[config.mk]
export PLATFORM = sky130hd
export DESIGN_NAME = jt12_lfo_gen
export DESIGN_NICKNAME = d
export VERILOG_FILES = /design/src/rtl/jt12_lfo_pkg.sv /design/src/rtl/jt12_lfo_div.sv /design/src/rtl/jt12_lfo_gen.sv
export SDC_FILE = /design/constraint.sdc
export NUM_CORES = 1
export LEC_CHECK = 0
export CORE_MARGIN = 1.5
export CORE_UTILIZATION = 40
export CTS_CLUSTER_DIAMETER = 150
export DETAILED_ROUTE_END_ITERATION = 6
export PLACE_DENSITY_LB_ADDON = 0.12
export SYNTH_ARGS = -nofsm -noshare
export SYNTH_HDL_FRONTEND = slang
export SYNTH_SLANG_ARGS = --single-unit
[constraint.sdc]
create_clock -name clk -period 5.9 [get_ports clk]
set_clock_uncertainty 0.15 [all_clocks]
set_input_delay 1.77 -clock clk [delete_from_list [all_inputs] [get_ports clk]]
set_output_delay 1.77 -clock clk [all_outputs]
set_load 0.01 [all_outputs]
[src/rtl/jt12_lfo_pkg.sv]
// ============================================================================
// jt12_lfo_pkg : shared LFO widths and rate table      rev 1.0
// ============================================================================
`default_nettype none

package jt12_lfo_pkg;

  localparam int LFO_DIV_W = 7;
  localparam int LFO_MOD_W = 7;

  // Samples per LFO step, indexed by lfo_freq (entry 0 is the rightmost).
  localparam logic [7:0][LFO_DIV_W-1:0] LFO_PERIOD = {
    7'd5, 7'd8, 7'd44, 7'd62, 7'd67, 7'd71, 7'd77, 7'd108
  };

  function automatic logic [LFO_DIV_W-1:0] lfo_period_m1(input logic [2:0] freq);
    return LFO_PERIOD[freq] - LFO_DIV_W'(1);
  endfunction

endpackage

`default_nettype wire

[src/rtl/jt12_lfo_div.sv]
// ============================================================================
// jt12_lfo_div : sample divider producing the LFO advance and step strobe  rev 1.0
// ============================================================================
`default_nettype none

module jt12_lfo_div
  import jt12_lfo_pkg::*;
(
  input  logic       clk,
  input  logic       rst_n,
  input  logic       cen,
  input  logic       zero,
  input  logic       lfo_en,
  input  logic [2:0] lfo_freq,
  output logic       inc,
  output logic       lfo_step
);

  logic [LFO_DIV_W-1:0] div_d, div_q;
  logic                 step_d, step_q;

  // ">=" lets a shortened period fire on the next sample instead of wrapping.
  always_comb begin
    div_d  = div_q;
    step_d = 1'b0;
    inc    = 1'b0;
    if (cen) begin
      if (!lfo_en) begin
        div_d = '0;
      end else if (zero) begin
        if (div_q >= lfo_period_m1(lfo_freq)) begin
          div_d  = '0;
          inc    = 1'b1;
          step_d = 1'b1;
        end else begin
          div_d = div_q + LFO_DIV_W'(1);
        end
      end
    end
  end

  always_ff @(posedge clk) begin
    if (!rst_n) begin
      div_q  <= '0;
      step_q <= 1'b0;
    end else begin
      div_q  <= div_d;
      step_q <= step_d;
    end
  end

  assign lfo_step = step_q;

endmodule

`default_nettype wire

[src/rtl/jt12_lfo_gen.sv]
// ============================================================================
// jt12_lfo_gen : YM2612 LFO phase counter with PM/AM derivation   rev 1.0
// ============================================================================
`default_nettype none

module jt12_lfo_gen
  import jt12_lfo_pkg::*;
(
  input  logic                 clk,
  input  logic                 rst_n,
  input  logic                 cen,
  input  logic                 zero,
  input  logic                 lfo_en,
  input  logic [2:0]           lfo_freq,
  output logic [LFO_MOD_W-1:0] lfo_mod,
  output logic [4:0]           pm_lfo,
  output logic [5:0]           am_lfo,
  output logic                 lfo_step
);

  logic                 inc;
  logic [LFO_MOD_W-1:0] lfo_mod_d, lfo_mod_q;

  jt12_lfo_div u_div (
    .clk      (clk),
    .rst_n    (rst_n),
    .cen      (cen),
    .zero     (zero),
    .lfo_en   (lfo_en),
    .lfo_freq (lfo_freq),
    .inc      (inc),
    .lfo_step (lfo_step)
  );

  // Natural 7-bit overflow gives the 127 -> 0 wrap.
  always_comb begin
    lfo_mod_d = lfo_mod_q;
    if (cen && !lfo_en) begin
      lfo_mod_d = '0;
    end else if (inc) begin
      lfo_mod_d = lfo_mod_q + LFO_MOD_W'(1);
    end
  end

  always_ff @(posedge clk) begin
    if (!rst_n) begin
      lfo_mod_q <= '0;
    end else begin
      lfo_mod_q <= lfo_mod_d;
    end
  end

  assign lfo_mod = lfo_mod_q;
  assign pm_lfo  = lfo_mod_q[6:2];
  assign am_lfo  = lfo_mod_q[6] ? ~lfo_mod_q[5:0] : lfo_mod_q[5:0];

endmodule

`default_nettype wire
==> summary.md, run 1 <==
| Metric | Value |
|---|---|
| Run status | `finished clean` |
| Vias in the first global route | `825` |
| Yosys top cell area share | `28.6%` |
| Yosys warnings | `0` |
| Worst Min Path Start | `u_div.div_q[0]$_SDFFE_PN0P_` |
| Slowest Stage Delay on Critical Path | `600 ps` |
| Min-Delay Path Class | `reg -> reg` |
| Syn Nets | `147` |
| Final Setup Violations | `0` |
| Site Rows | `18` |
| Synth cell types | `32` |
| First-pass GRT wire length | `3600 um` |
| Grt ovf | `0` |
| Num CTS Buffers | `3` |
| EDFF count, synth | `0` |
| Global Route met3 Usage | `5.83%` |
| Largest net degree at the start of global routing | `20` |
| Final WL | `2290 um` |
| Post-cts resize count | `0` |
| Layout Cells excl Fill | `179` |
| Drt wl/cell | `12.8 um` |
| Met2 Use GR | `27.9%` |
| Via count | `996` |
| Fmax | `242 MHz` |
| Die H | `54.2 um` |
| Residual DRC count | `0` |
| Max_slew headroom | `55.8%` |
| Worst skew pair latency | `290 ps` |
| Shortest period the worst path allows | `4140 ps` |
| Most used routing layer | `met2` |
| Pwr dens | `142 nW/um^2` |
| Post-DP HPWL | `1780 um` |
| Area grow syn2layout | `24.5%` |
| Gr usage total | `17.4%` |
| Clock Tree Buf Depth | `2` |
| P_leak | `0.542 nW` |
| Min-Delay Path Depth | `2` |
| RSZ-0062 raised after global routing | `no` |
| Hold EP | `u_div.div_q[0]$_SDFFE_PN0P_` |
| Tightest Pin Transition | `657 ps` |
| Clock root cell | `clkbuf_4` |
| Worst reg2reg startpoint | `u_div.div_q[0]$_SDFFE_PN0P_` |
| Vias/cell | `5.56` |
| Ports | `27` |
| Met1 global-route usage | `21.6%` |
| Slowest stage cell, crit path | `o221a_1` |
| Seq/Total Area, Yosys | `28.6%` |
| Critical path class | `in -> reg` |
| Layout Nets | `167` |
| Setup Fix Bufs, Post-CTS | `0` |
| Tot Pwr | `0.186 mW` |
| Die area | `2940 sq um` |
| 1st-iter DRT viols | `29` |
| Hold WS | `353 ps` |
| IR drop worst, VDD | `0.000136 V` |
| #FFs+latches synth | `15` |
| Top_reg_cell synth | `dfxtp_1` |
| Die width | `54.2 um` |
| Placeable core area | `2480 sq um` |
| CP Capture Type | `flop` |
| ANT nets after route | `0` |
| Initial antenna violation count | `0` |
| Synthesized area | `1050 sq um` |
| Layout cells sized above 1 | `2.68%` |
| Syn_area_per_cell | `8.07 sq um` |
| Critical Path Start Type | `input port` |
| Max-slew violation count | `0` |
| FF-to-FF setup slack | `3630 ps` |
| GP Congestion | `0.784` |
| Max Cap Viol | `0` |
| Worst-case reg-to-reg path depth | `7` |
| Starting Density | `42.3%` |
| Reg2Reg Capture Point | `lfo_mod[5]$_SDFFE_PP0P_` |
| Arr. time, crit path | `4210 ps` |
| Period utilization | `70.1%` |
| Inst Count DP | `175` |
| Num Clock Sinks | `15` |
| Largest area contributor in the netlist | `dfxtp_1` |
| CTS tree | `yes` |
| DRT Pass-1 Iters | `4` |
| Setup TNS | `0 ps` |
| Crit path max fanout | `19` |
| Most used cell, CP | `a31oi_1` |
| Clock transition at the registers of the reported paths | `90 ps` |
| Worst setup margin | `1760 ps` |
| Final Hold Viols | `0` |
| Crit path cell chain | `clkdlybuf4s50_1 -> xnor2_1 -> nand2_1 -> o21ai_0 -> ha_1 -> a21o_1 -> a31oi_1 -> o221a_1 -> nand4_1 -> a31oi_1` |
| Diodes inserted | `0` |
| Ranking of synthesized cells by area | `dfxtp_1 29%, ha_1 11%, o21ai_0 5.7%, xor2_1 5.0%, nand2_1 3.9%` |
| Data required, critical path | `5970 ps` |
| Hold buffers post-CTS | `0` |
| IO buf count | `26` |
| Async SR Flop Fraction | `0%` |
| Worst slack, placed | `1460 ps` |
| Total number of H-tree levels | `1` |
| Mapped Cells | `130` |
-- routing by layer --
metal | routed length (um) | share of wire (%)
met1 | 1150 | 50
met2 | 1020 | 44
met3 | 101 | 4.4
met4 | 20 | 0.87
met5 | 0 | 0
-- placed cells by master, fill, tap and decap left out, types with 2 or more instances in the layout --
| cell | synthesis | routed |
|---|---|---|
| nor2b_1 | 5 | 5 |
| dfxtp_1 | 15 | 15 |
| xor2_1 | 6 | 6 |
| ha_1 | 9 | 9 |
| a22o_1 | 4 | 4 |
| clkdlybuf4s50_1 | 0 | 26 |
| nand2_1 | 11 | 11 |
| o21ai_0 | 12 | 12 |
| clkbuf_4 | 0 | 3 |
| o31ai_1 | 4 | 4 |
| and3_1 | 4 | 4 |
| a31oi_1 | 2 | 2 |
| or3_1 | 2 | 2 |
| nand3_1 | 6 | 6 |
| a21boi_0 | 2 | 2 |
| nor2_1 | 5 | 5 |
| nand4_1 | 3 | 3 |
| a21oi_1 | 8 | 8 |
| inv_1 | 5 | 5 |
| a21o_1 | 2 | 2 |
| or4_1 | 4 | 4 |
| nand2b_1 | 2 | 2 |
-- cell families (layout without fill, tap and decap cells) --
logic type	count (synthesis)	count (layout)	share of synthesized area [%]
xor gates and xnor gates	7	7	5.85
DFF	15	15	28.6
buffers and inverters	16	35	8.35
adders and majority gates	9	9	10.7
and+or+nand+nor	45	45	22.9
AOI/OAI and AO/OA	38	38	23.5
-- critical path: cells and delay by family --
kind / cells / cell delay (ps)
AOI/OAI and AO/OA: 5 / 1180
xor gates and xnor gates: 1 / 170
adders and majority gates: 1 / 260
and+or+nand+nor: 2 / 240
buffers and inverters: 1 / 580
-- synth_stat cells, drive strengths merged (2+ instances only) --
library cell and n:
nand2 11, ha 9, or4 4, or3 2, a22o 4, a31oi 2, nor2b 5, clkbuf 4
dfxtp 15, a21boi 2, nand3 6, o31ai 4, o21ai 12, a21o 2, and3 4, a21oi 8
buf 7, xor2 6, nand2b 2, nand4 3, inv 5, nor2 5
-- power breakdown --
group          switching (mW)  internal, mW
sequential           0.000319         0.102
clock                  0.0346        0.0252
combinational          0.0137        0.0104
total                  0.0486         0.137
-- worst max-delay path by stage --
stage,startpoint,end,slack [ps],cells past startpoint
2_1_floorplan,lfo_freq[1],lfo_mod[4]$_SDFFE_PP0P_,2300,10
3_3_place_gp,lfo_freq[1],lfo_mod[6]$_SDFFE_PP0P_,1550,10
3_5_place_dp,lfo_freq[1],u_div.div_q[6]$_SDFFE_PN0P_,1460,10
4_1_cts,lfo_freq[1],u_div.div_q[6]$_SDFFE_PN0P_,1770,10
5_1_grt,lfo_freq[1],u_div.div_q[6]$_SDFFE_PN0P_,1510,10
6_report,lfo_freq[1],u_div.div_q[6]$_SDFFE_PN0P_,1760,10
-- layout make-up --
type / instances / area [sq um]
clock buffer: 3 / 22.5
clock inverter: 1 / 5.00
fill: 239 / 1170
inverter: 5 / 18.8
multi-input combinational: 99 / 661
sequential: 15 / 300
tap: 30 / 37.5
timing repair buffer: 26 / 260
-- metrics by stage --
step	cell area (sq um)	utilization [%]
final	1310	52.7
after global routing	1310	52.7
after CTS	1310	52.7
after detailed placement	1280	51.6
after global placement	1280	51.6
after floorplan	1050	-
-- registers in the layout, indices dropped and copies added, names as in the netlist --
name / flops
lfo_mod: 7
u_div.div_q: 7
u_div.lfo_step: 1
Power figures use the tool's default switching activity.
==> run 2, diff against run 1 <==
==> constraint.sdc (replaced) <==
create_clock -name clk -period 3.7 [get_ports clk]
set_clock_uncertainty 0.15 [all_clocks]
set_input_delay 1.11 -clock clk [delete_from_list [all_inputs] [get_ports clk]]
set_output_delay 1.11 -clock clk [all_outputs]
set_load 0.01 [all_outputs]
==> summary.md, run 2 (synthesis results as in run 1) <==
| Metric | Value |
|---|---|
| Run status | `finished clean (unchanged)` |
| Met1 global-route usage | `23.3% (was 21.6%)` |
| Vias/cell | `5.50 (was 5.56)` |
| Sequential Power Share | `54.5% (was 54.9%)` |
| Commonest non-fill, non-tap cells in the layout | `26 x clkdlybuf4s50_1, 15 x dfxtp_1, 12 x o21ai_0 (unchanged)` |
| Min-Delay Path Class | `reg -> reg (unchanged)` |
| Arr. time, crit path | `3450 ps (was 4210 ps)` |
| IO buf count | `26 (unchanged)` |
| Worst-case reg-to-reg path depth | `7 (unchanged)` |
| Placeable core area | `2480 sq um (unchanged)` |
| Clock root cell | `clkbuf_4 (unchanged)` |
| Most common cell after layout, fill and taps aside | `clkdlybuf4s50_1 (unchanged)` |
| Clock transition at the registers of the reported paths | `90 ps (about the same)` |
| Num CTS Buffers | `3 (unchanged)` |
| 1st-iter DRT viols | `14 (was 29)` |
| Pwr dens | `223 nW/um^2 (was 142 nW/um^2)` |
| Worst reg2reg startpoint | `u_div.div_q[0]$_SDFFE_PN0P_ (unchanged)` |
| Final Hold Viols | `0 (unchanged)` |
| Sw Ratio | `25.7% (was 26.2%)` |
| CTS tree | `yes (unchanged)` |
| Combinational power share | `14.0% (was 12.9%)` |
| Total number of H-tree levels | `1 (unchanged)` |
| IR drop worst, VDD | `0.000208 V (was 0.000136 V)` |
| Ports | `27 (unchanged)` |
| Clk pwr share | `31.6% (was 32.2%)` |
| Inst Count DP | `179 (was 175)` |
| Die area | `2940 sq um (unchanged)` |
| Critical Path Start Type | `input port (unchanged)` |
| FF/Latch Area | `300 sq um (unchanged)` |
| Period utilization | `91.5%` |
| Final WL | `2270 um (was 2290 um)` |
| Post-DP HPWL | `1760 um (was 1780 um)` |
| Die H | `54.2 um (unchanged)` |
| Met2 Use GR | `30.3% (was 27.9%)` |
| Num Clock Sinks | `15 (unchanged)` |
| Setup Fix Bufs, Post-CTS | `0 (unchanged)` |
| Crit path max fanout | `19 (unchanged)` |
| Switch Pwr | `0.0768 mW (was 0.0486 mW)` |
| P_leak | `0.561 nW (was 0.542 nW)` |
| Starting Density | `42.3% (unchanged)` |
| FF-to-FF setup slack | `1520 ps (was 3630 ps)` |
| Max-slew violation count | `0 (unchanged)` |
| Most used routing layer | `met2 (unchanged)` |
| Die width | `54.2 um (unchanged)` |
| Worst skew pair latency | `280 ps (was 290 ps)` |
| Gr usage total | `18.4% (was 17.4%)` |
| Vias in the first global route | `929 (was 825)` |
| Worst Min Path Start | `u_div.div_q[0]$_SDFFE_PN0P_ (unchanged)` |
| Min-Delay Path Depth | `2 (unchanged)` |
| Finished Core Util | `53.9% (was 52.7%)` |
| RSZ-0062 raised after global routing | `no (unchanged)` |
| Initial antenna violation count | `0 (unchanged)` |
| Post-cts resize count | `0 (unchanged)` |
| Multi-input logic area | `661 sq um (unchanged)` |
| Global Route met3 Usage | `5.83% (unchanged)` |
| Drt wl/cell | `12.4 um (was 12.8 um)` |
| DRT Pass-1 Iters | `4 (unchanged)` |
| Tightest Pin Transition | `672 ps (was 657 ps)` |
| Residual DRC count | `0 (unchanged)` |
| Fmax | `296 MHz` |
| CP Capture Type | `flop (unchanged)` |
| Largest net degree at the start of global routing | `20 (unchanged)` |
| Critical path class | `in -> reg (unchanged)` |
| Int Pwr | `0.221 mW (was 0.137 mW)` |
| Layout Cells excl Fill | `183 (was 179)` |
| Clock Tree Buf Depth | `2 (unchanged)` |
| GP Congestion | `0.771 (was 0.784)` |
| Data required, critical path | `3770 ps (was 5970 ps)` |
| First-pass GRT wire length | `3910 um (was 3600 um)` |
| Max Cap Viol | `0 (unchanged)` |
| Grt ovf | `0 (unchanged)` |
| Reg2Reg Capture Point | `lfo_mod[6]$_SDFFE_PP0P_ (was lfo_mod[5]$_SDFFE_PP0P_)` |
| Worst setup margin | `316 ps (was 1760 ps)` |
| Diodes inserted | `0 (unchanged)` |
| Hold buffers post-CTS | `0 (unchanged)` |
| Hold WS | `353 ps (about the same)` |
| Hold EP | `u_div.div_q[0]$_SDFFE_PN0P_ (unchanged)` |
| Tot Pwr | `0.298 mW (was 0.186 mW)` |
| Final Setup Violations | `0 (unchanged)` |
| Shortest period the worst path allows | `3380 ps` |
| Area grow syn2layout | `27.3% (was 24.5%)` |
| Worst slack, placed | `-77.9 ps (was 1460 ps)` |
| Layout cells sized above 1 | `5.88% (was 2.68%)` |
| Max_slew headroom | `54.7% (was 55.8%)` |
| Filler cell count in the final layout | `256 (was 239)` |
| Via count | `1007 (was 996)` |
| Site Rows | `18 (unchanged)` |
| ANT nets after route | `0 (unchanged)` |
| Layout Nets | `171 (was 167)` |
## run 2: layout make-up
cell class                      instances  area share, %
Inverter                                5           1.41
Sequential cell                        15           22.5
Timing Repair Buffer                   30           21.7
Tap cell                               30           2.81
Clock inverter                          1          0.375
Multi-Input combinational cell         99           49.5
Clock buffer                            3           1.69
## run 2: power groups by stage
stage	clock, mW	combinational (mW)	sequential [mW]
2_1_floorplan	0	0.0227	0.166
3_3_place_gp	0	0.0402	0.166
3_5_place_dp	0	0.0416	0.166
4_1_cts	0.0984	0.0418	0.162
5_1_grt	0.107	0.0470	0.163
6_report	0.0942	0.0417	0.162
## run 2: how the worst max path moves through the flow
| stage | to | slack, ps | from |
|---|---|---|---|
| detailed placement | u_div.div_q[6]$_SDFFE_PN0P_ | -80 | lfo_freq[0] |
| global placement | lfo_mod[2]$_SDFFE_PP0P_ | 50 | lfo_freq[0] |
| CTS | u_div.div_q[6]$_SDFFE_PN0P_ | 240 | lfo_freq[0] |
| floorplan | lfo_mod[4]$_SDFFE_PP0P_ | 760 | lfo_freq[1] |
| finish | lfo_mod[6]$_SDFFE_PP0P_ | 320 | lfo_freq[0] |
| global route | lfo_mod[4]$_SDFFE_PP0P_ | 200 | lfo_freq[0] |
## run 2: routing by layer
layer  share of wire (%)  wire length [um]  vias up
met5                   0                 0        -
met4                0.88                20        0
met3                 5.4               122        2
met2                  45              1020       30
met1                  49              1110      457
li1                    -                 -      518
## run 2: critical path, stage by stage
cell and delay, ps:
clkdlybuf4s50_1 550, nor2_1 90, nor2_1 100, a21oi_1 60, ha_1 280, nand2b_1 100
a31oi_1 100, o221a_2 390, or4_1 510, a21oi_1 140
## run 2: stage by stage
stage	cell area [sq um]	setup TNS, ps
floorplan	1050	0
global placement	1310	0
detailed placement	1310	-414
CTS	1340	0
global route	1340	0
finish	1340	0
==> run 3, diff against run 2 <==
--- a/config.mk
+++ b/config.mk
@@ -9,6 +9,7 @@
 export CORE_UTILIZATION = 40
 export CTS_CLUSTER_DIAMETER = 150
 export DETAILED_ROUTE_END_ITERATION = 6
+export HOLD_SLACK_MARGIN = 0.12
 export PLACE_DENSITY_LB_ADDON = 0.12
 export SYNTH_ARGS = -nofsm -noshare
 export SYNTH_HDL_FRONTEND = slang
==> results of run 3 <==
Same layout as run 2: the final DEF is identical, and so are final timing and power.
